[src/rtl/multdiv_ctrl_if.sv]
// Execute-stage handshake bundle for the iterative multiply/divide unit.
// The master drives start pulses and operands; the slave (the unit) returns results.
interface multdiv_ctrl_if #(
  parameter int WIDTH = 32
);
  logic             ctrl_MULT;
  logic             ctrl_DIV;
  logic [WIDTH-1:0] data_operandA;
  logic [WIDTH-1:0] data_operandB;
  logic [WIDTH-1:0] data_result;
  logic             data_exception;
  logic             data_resultRDY;
  logic             busy;

  modport master (
    output ctrl_MULT, ctrl_DIV, data_operandA, data_operandB,
    input  data_result, data_exception, data_resultRDY, busy
  );

  modport slave (
    input  ctrl_MULT, ctrl_DIV, data_operandA, data_operandB,
    output data_result, data_exception, data_resultRDY, busy
  );
endinterface

[src/rtl/multdiv_ctrl.sv]
// Multi-cycle signed multiply (shift-add) / divide (restoring) unit.
// Works on operand magnitudes for WIDTH iterations, then applies the sign in a FIX cycle.
module multdiv_ctrl #(
  parameter int WIDTH = 32
) (
  input logic           clock,
  input logic           reset_n,
  multdiv_ctrl_if.slave bus
);

  typedef enum logic [2:0] {
    ST_IDLE = 3'd0,
    ST_MUL  = 3'd1,
    ST_DIV  = 3'd2,
    ST_FIX  = 3'd3,
    ST_DONE = 3'd4
  } state_t;

  state_t               state_r;
  state_t               state_next_s;
  logic [5:0]           cnt_r;
  logic                 op_div_r;
  logic                 neg_r;
  logic [WIDTH-1:0]     mag_a_r;
  logic [WIDTH-1:0]     mag_b_r;
  logic [2*WIDTH-1:0]   acc_r;
  logic [WIDTH-1:0]     result_r;
  logic                 exc_r;
  logic                 rdy_r;
  logic                 busy_r;

  logic                 start_mul_s;
  logic                 start_div_s;
  logic                 div_zero_s;
  logic                 last_iter_s;
  logic [WIDTH:0]       mul_sum_s;
  logic [2*WIDTH-1:0]   mul_next_s;
  logic [WIDTH:0]       div_trial_s;
  logic [2*WIDTH-1:0]   div_next_s;
  logic [2*WIDTH-1:0]   prod_signed_s;
  logic [WIDTH-1:0]     quot_signed_s;
  logic [WIDTH-1:0]     fix_result_s;
  logic                 fix_exc_s;

  // Unsigned magnitude; the most negative value maps to 2^(WIDTH-1), which still fits.
  function automatic logic [WIDTH-1:0] magnitude(input logic [WIDTH-1:0] v);
    logic [WIDTH-1:0] m;
    if (v[WIDTH-1]) begin
      m = -v;
    end else begin
      m = v;
    end
    return m;
  endfunction

  // Start decode: only IDLE/DONE accept, multiply has priority over divide.
  always_comb begin
    start_mul_s = 1'b0;
    start_div_s = 1'b0;
    div_zero_s  = 1'b0;
    if ((state_r == ST_IDLE) || (state_r == ST_DONE)) begin
      start_mul_s = bus.ctrl_MULT;
      start_div_s = ~bus.ctrl_MULT & bus.ctrl_DIV;
      div_zero_s  = start_div_s & (bus.data_operandB == {WIDTH{1'b0}});
    end else begin
      start_mul_s = 1'b0;
      start_div_s = 1'b0;
      div_zero_s  = 1'b0;
    end
  end

  assign last_iter_s = (cnt_r == 6'(WIDTH - 1));

  // Next-state logic.
  always_comb begin
    state_next_s = state_r;
    case (state_r)
      ST_IDLE, ST_DONE: begin
        if (start_mul_s) begin
          state_next_s = ST_MUL;
        end else if (div_zero_s) begin
          state_next_s = ST_DONE;
        end else if (start_div_s) begin
          state_next_s = ST_DIV;
        end else begin
          state_next_s = ST_IDLE;
        end
      end
      ST_MUL: begin
        if (last_iter_s) begin
          state_next_s = ST_FIX;
        end else begin
          state_next_s = ST_MUL;
        end
      end
      ST_DIV: begin
        if (last_iter_s) begin
          state_next_s = ST_FIX;
        end else begin
          state_next_s = ST_DIV;
        end
      end
      ST_FIX:  state_next_s = ST_DONE;
      default: state_next_s = ST_IDLE;
    endcase
  end

  // One iteration of each algorithm; the divide shift is folded into the slice indices.
  always_comb begin
    mul_sum_s   = {1'b0, acc_r[2*WIDTH-1:WIDTH]};
    div_next_s  = {acc_r[2*WIDTH-2:0], 1'b0};
    if (acc_r[0]) begin
      mul_sum_s = {1'b0, acc_r[2*WIDTH-1:WIDTH]} + {1'b0, mag_a_r};
    end else begin
      mul_sum_s = {1'b0, acc_r[2*WIDTH-1:WIDTH]};
    end
    mul_next_s  = {mul_sum_s, acc_r[WIDTH-1:1]};
    div_trial_s = {1'b0, acc_r[2*WIDTH-2:WIDTH-1]} - {1'b0, mag_b_r};
    if (!div_trial_s[WIDTH]) begin
      div_next_s = {div_trial_s[WIDTH-1:0], acc_r[WIDTH-2:0], 1'b1};
    end else begin
      div_next_s = {acc_r[2*WIDTH-2:0], 1'b0};
    end
  end

  // Sign correction and exception detection for the FIX cycle.
  always_comb begin
    prod_signed_s = neg_r ? -acc_r : acc_r;
    quot_signed_s = neg_r ? -acc_r[WIDTH-1:0] : acc_r[WIDTH-1:0];
    fix_result_s  = {WIDTH{1'b0}};
    fix_exc_s     = 1'b0;
    if (op_div_r) begin
      fix_result_s = quot_signed_s;
      // A positive quotient of magnitude 2^(WIDTH-1) only arises from MIN / -1.
      fix_exc_s    = acc_r[WIDTH-1] & ~neg_r;
    end else begin
      fix_result_s = prod_signed_s[WIDTH-1:0];
      fix_exc_s    = ~((&prod_signed_s[2*WIDTH-1:WIDTH-1]) |
                       ~(|prod_signed_s[2*WIDTH-1:WIDTH-1]));
    end
  end

  // State register.
  always_ff @(posedge clock or negedge reset_n) begin
    if (!reset_n) begin
      state_r <= ST_IDLE;
    end else begin
      state_r <= state_next_s;
    end
  end

  // Operand latch, iteration counter and working register.
  always_ff @(posedge clock or negedge reset_n) begin
    if (!reset_n) begin
      cnt_r    <= 6'd0;
      op_div_r <= 1'b0;
      neg_r    <= 1'b0;
      mag_a_r  <= {WIDTH{1'b0}};
      mag_b_r  <= {WIDTH{1'b0}};
      acc_r    <= {(2*WIDTH){1'b0}};
    end else if (start_mul_s || start_div_s) begin
      cnt_r    <= 6'd0;
      op_div_r <= start_div_s;
      neg_r    <= bus.data_operandA[WIDTH-1] ^ bus.data_operandB[WIDTH-1];
      mag_a_r  <= magnitude(bus.data_operandA);
      mag_b_r  <= magnitude(bus.data_operandB);
      acc_r    <= start_mul_s ? {{WIDTH{1'b0}}, magnitude(bus.data_operandB)}
                              : {{WIDTH{1'b0}}, magnitude(bus.data_operandA)};
    end else if (state_r == ST_MUL) begin
      cnt_r <= cnt_r + 6'd1;
      acc_r <= mul_next_s;
    end else if (state_r == ST_DIV) begin
      cnt_r <= cnt_r + 6'd1;
      acc_r <= div_next_s;
    end
  end

  // Registered outputs; RDY and busy are decoded from the next state so they line up with it.
  always_ff @(posedge clock or negedge reset_n) begin
    if (!reset_n) begin
      result_r <= {WIDTH{1'b0}};
      exc_r    <= 1'b0;
      rdy_r    <= 1'b0;
      busy_r   <= 1'b0;
    end else begin
      rdy_r  <= (state_next_s == ST_DONE);
      busy_r <= (state_next_s == ST_MUL) || (state_next_s == ST_DIV) ||
                (state_next_s == ST_FIX);
      if (state_r == ST_FIX) begin
        result_r <= fix_result_s;
        exc_r    <= fix_exc_s;
      end else if (div_zero_s) begin
        result_r <= {WIDTH{1'b0}};
        exc_r    <= 1'b1;
      end
    end
  end

  assign bus.data_result    = result_r;
  assign bus.data_exception = exc_r;
  assign bus.data_resultRDY = rdy_r;
  assign bus.busy           = busy_r;

endmodule
[src/flat_wrapper.sv]
// flat-port wrapper written by rule: the top's interface ports become plain ports
module multdiv_ctrl_flat 
#(
  parameter int WIDTH = 32
)
  (clock, reset_n, bus_ctrl_MULT, bus_ctrl_DIV, bus_data_operandA, bus_data_operandB, bus_data_result, bus_data_exception, bus_data_resultRDY, bus_busy);
  multdiv_ctrl_if #(.WIDTH(WIDTH)) bus_i ();
  input logic clock;
  input logic reset_n;
  input wire logic [$bits(bus_i.ctrl_MULT)-1:0] bus_ctrl_MULT;
  input wire logic [$bits(bus_i.ctrl_DIV)-1:0] bus_ctrl_DIV;
  input wire logic [$bits(bus_i.data_operandA)-1:0] bus_data_operandA;
  input wire logic [$bits(bus_i.data_operandB)-1:0] bus_data_operandB;
  output wire logic [$bits(bus_i.data_result)-1:0] bus_data_result;
  output wire logic [$bits(bus_i.data_exception)-1:0] bus_data_exception;
  output wire logic [$bits(bus_i.data_resultRDY)-1:0] bus_data_resultRDY;
  output wire logic [$bits(bus_i.busy)-1:0] bus_busy;
  assign bus_i.ctrl_MULT = bus_ctrl_MULT;
  assign bus_i.ctrl_DIV = bus_ctrl_DIV;
  assign bus_i.data_operandA = bus_data_operandA;
  assign bus_i.data_operandB = bus_data_operandB;
  assign bus_data_result = bus_i.data_result;
  assign bus_data_exception = bus_i.data_exception;
  assign bus_data_resultRDY = bus_i.data_resultRDY;
  assign bus_busy = bus_i.busy;
  multdiv_ctrl #(.WIDTH(WIDTH)) u_core (.clock(clock), .reset_n(reset_n), .bus(bus_i));
endmodule
[config.mk]
export PLATFORM = sky130hd
export DESIGN_NAME = multdiv_ctrl_flat
export DESIGN_NICKNAME = d
export VERILOG_FILES = /design/src/rtl/multdiv_ctrl_if.sv /design/src/rtl/multdiv_ctrl.sv /design/src/flat_wrapper.sv
export SDC_FILE = /design/constraint.sdc
export NUM_CORES = 1
export LEC_CHECK = 0
export ABC_CLOCK_PERIOD_IN_PS = 4760
export CELL_PAD_IN_SITES_DETAIL_PLACEMENT = 0
export CELL_PAD_IN_SITES_GLOBAL_PLACEMENT = 1
export CORE_MARGIN = 5
export CORE_UTILIZATION = 45
export CTS_CLUSTER_DIAMETER = 50
export CTS_CLUSTER_SIZE = 25
export DETAILED_ROUTE_END_ITERATION = 10
export PLACE_DENSITY_LB_ADDON = 0.25
export SETUP_SLACK_MARGIN = 0.5
export SKIP_LAST_GASP = 1
export SYNTH_ARGS = -nofsm -noshare
export SYNTH_HDL_FRONTEND = slang
export SYNTH_SLANG_ARGS = --single-unit
[constraint.sdc]
create_clock -name clock -period 4.76 [get_ports clock]
set_input_delay 0.952 -clock clock [delete_from_list [all_inputs] [get_ports clock]]
set_output_delay 0.952 -clock clock [all_outputs]
set_load 0.05 [all_outputs]
[Word level (Yosys, flattened, before mapping)]
Cells that the tools add are included.
Storage, ports and cells
  bits in registers: 174
  input bits: 68
  output and inout port bits: 35
Operators by class
  add/subtract/negate cells: 7
  equal/unequal tests: 9
  multiplexer cells: 28
  bitwise logic cells: 9
  reduce and logical (&&, ||, !) cells: 11
Operator list (count)
  64-bit 2-to-1 mux: 5
  32-bit 2-to-1 mux: 7
  32-bit negation: 3
  64-bit negation: 1
  32-bit by 32-bit adder with 33-bit output: 1
  33-bit 2-to-1 mux: 1
  33-bit AND reduction: 1
  33-bit OR reduction: 1
  32-bit by 32-bit subtractor with 33-bit output: 1
  32-bit logical NOT: 1
  6-bit 2-to-1 mux: 3
  3-bit by 2-bit == test with 1-bit output, second input constant: 4
  3-bit one-hot mux with 4 select lines: 1
  1-bit 2-to-1 mux: 7
  6-bit by 1-bit adder with 6-bit output, second input constant: 1
  3-bit by 1-bit == test with 1-bit output, second input constant: 2
  3-bit == test, second input constant: 2
  6-bit by 5-bit == test with 1-bit output, second input constant: 1
  3-bit 2-to-1 mux: 2
  1-bit logical OR: 4
  2-bit 2-to-1 mux: 2
  1-bit NOT: 4
  1-bit bitwise AND: 3
  3-bit logical NOT: 1
  5 further kinds: 5

[Logic depth before layout (Yosys ltp)]
  depth after elaboration: 10
  depth in mapped cells: 15
  gate-level depth less buffers: 13

[Least setup slack after synthesis]
No wires, ideal clock.
  path kind: input-to-reg
  start point: input bus_data_operandB[5]
  end point: register u_core.acc_r[25]
  arrival time: 3940 ps
  data required time: 4634 ps
  setup slack: 694 ps
  cell stages on the path: 9
  buffers on the path: 0
  cell sequence: or4_1 -> or3_1 -> or3_1 -> or3b_1 -> or4_1 -> o41ai_1 -> xor2_1 -> nor2_1 -> o32a_1
Between the ends
  cells in the longest elaborated chain, start to end: 4
RTL lines
  start: declaration: line flat_wrapper.sv:13  | input wire logic [$bits(bus_i.data_operandB)-1:0] bus_data_operandB;
  32-bit negation: line multdiv_ctrl.sv:49  | m = -v;
  32-bit 2-to-1 mux: line multdiv_ctrl.sv:48  | if (v[WIDTH-1]) begin
  32-bit 2-to-1 mux: line multdiv_ctrl.sv:167  | acc_r <= start_mul_s ? {{WIDTH{1'b0}}, magnitude(bus.data_operandB)}
  64-bit 2-to-1 mux: line multdiv_ctrl.sv:161  | end else if (start_mul_s || start_div_s) begin
  end signal: assignment: line multdiv_ctrl.sv:160  | acc_r <= {(2*WIDTH){1'b0}};
  end signal: assignment: line multdiv_ctrl.sv:167
  end signal: assignment: line multdiv_ctrl.sv:171  | acc_r <= mul_next_s;
  end: declaration: line multdiv_ctrl.sv:26  | logic [2*WIDTH-1:0] acc_r;
No other way between the ends.
A chain may end at the register's enable or synchronous reset.

[Worst setup path in the final report]
  start point: register u_core.acc_r[25]
  end point: register u_core.exc_r, in the netlist u_core.bus.data_exception
Between the ends
  cells in the longest elaborated chain, start to end: 8
  elaborated cells on any way between the ends: 9
  those cells by class: add/sub: 1; mux: 3; bitwise: 3; reduce/logical: 2
RTL lines
  64-bit negation *: line multdiv_ctrl.sv:128  | prod_signed_s = neg_r ? -acc_r : acc_r;
  64-bit 2-to-1 mux *: line multdiv_ctrl.sv:128
  33-bit OR reduction: line multdiv_ctrl.sv:139  | ~(|prod_signed_s[2*WIDTH-1:WIDTH-1]));
  1-bit NOT: line multdiv_ctrl.sv:139
  1-bit bitwise OR *: line multdiv_ctrl.sv:138  | fix_exc_s = ~((&prod_signed_s[2*WIDTH-1:WIDTH-1]) |
  1-bit NOT *: line multdiv_ctrl.sv:138
  1-bit 2-to-1 mux *: line multdiv_ctrl.sv:132  | if (op_div_r) begin
  1-bit 2-to-1 mux *: line multdiv_ctrl.sv:189  | if (state_r == ST_FIX) begin
  end signal: assignment: line multdiv_ctrl.sv:191  | exc_r <= fix_exc_s;
  end: declaration: line multdiv_ctrl.sv:28  | logic exc_r;
Every way passes the cells marked *; elsewhere a longest branch is shown, timed or not.

==> results <==
- The H-tree depth reported by CTS is 4.
- The start-to-end type of the worst setup path is reg2reg.
- The repair_antennas step left the layout with diodes totalling 0.
- The signal on the critical path passes through or4_4, or4b_4, or4_4, buf_4, o31ai_1, xor2_1, or4_1, nor3_1, nand4_1, o31ai_1, buf_4, a21oi_1.
- The analysis attributes to cell leakage a power of 6.965 nW.
- The initial antenna violation count came to 0.
- The mean area per synthesized cell is 7.809 sq um.
- The number of setup violations in the final report is 0.
- The number of vias after detailed routing is 14630.
- The max-slew violation count is 0.
- The number of enable flip-flop cells after synthesis is 0.
- In this run, distinct cell masters in the synthesized netlist total 76.
- STA classifies the critical path startpoint as a register.
- After filler insertion, the fill cell instance count of the layout stands at 3079.
- The data required time at the worst endpoint is 5090 ps.
- The final layout contains 2037 nets.
- The first global-routing pass estimated 83480 um of wire.
- The first routing iteration left 1534 violations.
- The source-to-sink clock delay at the later pin of the worst-skew pair is 460 ps.
- The endpoint identified for the worst register-to-register timing path is u_core.bus.data_exception.
- The final period demand of the worst path is 4198 ps.
- From synthesis to final layout, the design area changed by 15.18%.
- In this design, the stage delay of the slowest critical-path cell is 640 ps.
- The hold path depth is 2.
- The number of global-route vias before repair was 13980.
- The floorplan row count is 65.
- The final critical-path share of the clock period is 0.8818.
- The largest clock skew in the final design is 23.50 ps.
- The number of vias per cell after detailed routing is 6.325.
- The cell type group with the largest total delay on the critical path is simple AND/OR/NAND/NOR gates.
- Before antenna repair, the detailed router went through 7 iterations.
- The cell at the slowest stage of the critical path is sky130_fd_sc_hd__or4b_4.
- The die is 189.2 um wide.
- The die is 189.2 um tall.
- The actual slew at the worst max-slew pin is 1114 ps.
- The cell area that synthesis handed to floorplanning was 14460 sq um.
- After floorplanning, the core was sized to cover 31640 sq um.
- For this run, design rule violations remaining after detail routing come to 0.
- The critical path contains buffers and inverters numbering 2 combined.
- The most used flip-flop cell after synthesis is sky130_fd_sc_hd__dfrtp_1.
- Dividing the detail-routed wire length by the instance count gives 23.36 um.
- Routability-driven placement finished with a final weighted congestion of 0.9199.
- Ranked by total cell area, the synthesized netlist is headed by sky130_fd_sc_hd__dfrtp_1, sky130_fd_sc_hd__xor2_1, sky130_fd_sc_hd__ha_1.
- Headroom to the max-slew limit came out at 0.2553.
- The largest net degree at the start of global routing is 147.
- The final layout contains routed wiring with a total length of 54040 um.
- The post-place instance area is 15990 sq um.
- The maximum fanout along the worst path is 18.
- Detailed placement ended at an HPWL of 40690 um.
- The finished layout holds 2313 standard cells, fillers aside.
- The cell sitting at the root of the clock tree is a sky130_fd_sc_hd__clkbuf_16.
- The tightest min-delay check is of the reg2reg type.
- The sequential area share after synthesis is 0.3012.
- Setup total negative slack on the finished layout was measured at 0 ps.
- In this run the count of I/O pins placed on the die edge is 103.
- Counting the buffers created by CTS gives 17.
- The start point of the worst min-delay path is u_core.bus.data_result[2].
- IR analysis of the VDD net gives a maximum drop of 515.3 uV.
- The synthesis warning total is 0.
- Counting flops and latches in the post-synthesis netlist gives 174.
- The net count after synthesis is 1989.
- Clock-pin slew was measured on the worst setup and hold paths at 70 ps.
- The share of the synthesized area in the top cell type is 0.3012.
- For this design, the CTS-stage hold fixing added 0 buffers.
- The post-route cell area is 16650 sq um.
- In the global route stage, overall resource usage came out at 0.2978.
- The number of cells after detailed placement is 2282.
- The CTS tree is built.
- The total setup buffers inserted after CTS is 0.
- The largest total area in the synthesized netlist belongs to sky130_fd_sc_hd__dfrtp_1.
- The number of buffers on the longest clock path is 2.
- STA classifies the critical path endpoint as a register.
- The clock sink total is 174.
- The worst reg2reg path depth is 12.
- The post-route antenna net violation count is 0.
- The starting density of the core is 0.4569.
- The flow ran to the end, and the final reports show no timing, DRC or antenna violations.
- Counting flops with an async set or reset pin after synthesis yields a share of 1.000.
- Synthesis produced a netlist whose cell count is 1851.
- For this run the aggregate overflow at the end of global routing stands at 0.
- The power per unit of standard cell area is 880.8 nW/um^2.
- The floorplan die area is 35810 sq um.
- The path with the worst hold slack has its endpoint at u_core.bus.data_result[2].
- Static timing analysis puts the maximum clock frequency at 0.2382 GHz.
- Setup repair after global routing could not meet its margin everywhere.
- The max-capacitance violation count is 0.
- The worst register-to-register path has a setup slack of 560 ps.
- The critical path arrival is 4530 ps.
- The share of final-layout standard cells stronger than drive strength 1 is 0.06960.
- The count of buffers added on input and output ports is 102.
- In this run the critical register-to-register path is launched from u_core.acc_r[25].
- The final count of hold timing violations is 0.
-- what timing repair did --
| action | 4_1_cts | 5_1_grt |
|---|---|---|
| gates resized for setup | 2 | 6 |
| setup endpoints to repair | 2 | 11 |
| hold endpoints to repair | 0 | 0 |
-- worst min-delay path: stages (launching register included) --
cell and delay (ps):
sky130_fd_sc_hd__dfrtp_1 340, sky130_fd_sc_hd__nand2_1 40, sky130_fd_sc_hd__o21ai_0 60
-- cell usage after synthesis (all sizes together), types with 11 or more instances --
library cell	number
nand3	27
buf	18
nand2b	15
nor2	195
nand4	21
o32a	12
a211oi	31
nand2	200
inv	71
o21a	11
a21oi	161
nor3	34
or3	33
xor2	118
o21ai	126
nor2b	16
o22ai	14
or2	18
mux2i	19
a31oi	32
clkbuf	113
or4	22
o211ai	22
o41ai	24
nor4	18
dfrtp	174
xnor2	40
o31ai	46
ha	68
a21o	28
-- routing by layer --
layer | vias to the layer above | track usage | share of wire
met5 | - | 0 | 0
met4 | 0 | 0.1177 | 0.043
met3 | 119 | 0.04646 | 0.079
met2 | 643 | 0.4673 | 0.45
met1 | 7044 | 0.4137 | 0.43
li1 | 6823 | - | -
-- worst max-delay path by stage --
stage	from	to	slack (ps)	cells after the start
after global routing	u_core.acc_r[25]	u_core.bus.data_exception	410	13
final	u_core.acc_r[25]	u_core.bus.data_exception	560	12
after floorplan	bus_data_operandB[5]	u_core.acc_r[25]	690	9
after detailed placement	bus_data_operandB[5]	u_core.acc_r[25]	50	10
after global placement	bus_data_operandB[5]	u_core.acc_r[25]	40	10
after CTS	u_core.acc_r[25]	u_core.bus.data_exception	540	11
-- registers in the layout, indices dropped and copies added (netlist names) --
signal and flops:
u_core.bus.data_result 32, u_core.mag_b_r 32, u_core.acc_r 64, u_core.op_div_r 1, u_core.bus.busy 1, u_core.mag_a_r 32
u_core.state_r 3, u_core.bus.data_exception 1, u_core.cnt_r 6, u_core.neg_r 1, u_core.bus.data_resultRDY 1
-- cell families after synthesis --
logic type,share of synthesized area
and+or+nand+nor,0.2065
AOI/OAI and AO/OA,0.2669
buffers and inverters,0.05332
DFF,0.3012
xor gates and xnor gates,0.09573
adders and majority gates,0.06163
muxes,0.01471
-- layout make-up --
cell class / count / area (sq um) / area share
timing repair buffer: 160 / 1495 / 0.08980
sequential: 174 / 4355 / 0.2616
inverter: 72 / 270.3 / 0.01623
multi-input combinational: 1474 / 9414 / 0.5654
tap: 402 / 503.0 / 0.03021
clock inverter: 12 / 158.9 / 0.009544
clock buffer: 19 / 452.9 / 0.02720
-- layout by cell type (no fill, tap or decap), types with 31 or more instances in the layout --
cell	n
sky130_fd_sc_hd__clkdlybuf4s50_1	101
sky130_fd_sc_hd__xnor2_1	40
sky130_fd_sc_hd__xor2_1	118
sky130_fd_sc_hd__dfrtp_1	173
sky130_fd_sc_hd__a21oi_1	160
sky130_fd_sc_hd__o31ai_1	45
sky130_fd_sc_hd__inv_1	71
sky130_fd_sc_hd__ha_1	68
sky130_fd_sc_hd__nand2_1	199
sky130_fd_sc_hd__o21ai_0	126
sky130_fd_sc_hd__a31oi_1	32
sky130_fd_sc_hd__nor3_1	34
sky130_fd_sc_hd__or3_1	32
sky130_fd_sc_hd__nor2_1	193
sky130_fd_sc_hd__buf_4	55
sky130_fd_sc_hd__a211oi_1	31
-- power breakdown --
group / internal (W) / switching [W]
Combinational: 0.00377 / 0.00617
Clock: 0.000855 / 0.000665
Sequential: 0.00221 / 0.000990
Total: 0.00684 / 0.00783
-- metrics by stage --
stage	setup WS, ps	utilization	hold WS, ps	total power [W]
2_1_floorplan	694.3	-	447.3	0.009894
3_3_place_gp	38.26	0.5055	460.9	0.01283
3_5_place_dp	48.70	0.5055	469.2	0.01295
4_1_cts	542.9	0.5252	483.7	0.01452
5_1_grt	410.9	0.5263	502.3	0.01579
6_report	562.4	0.5263	474.9	0.01467
No activity file was read; power rests on OpenSTA's default activity.
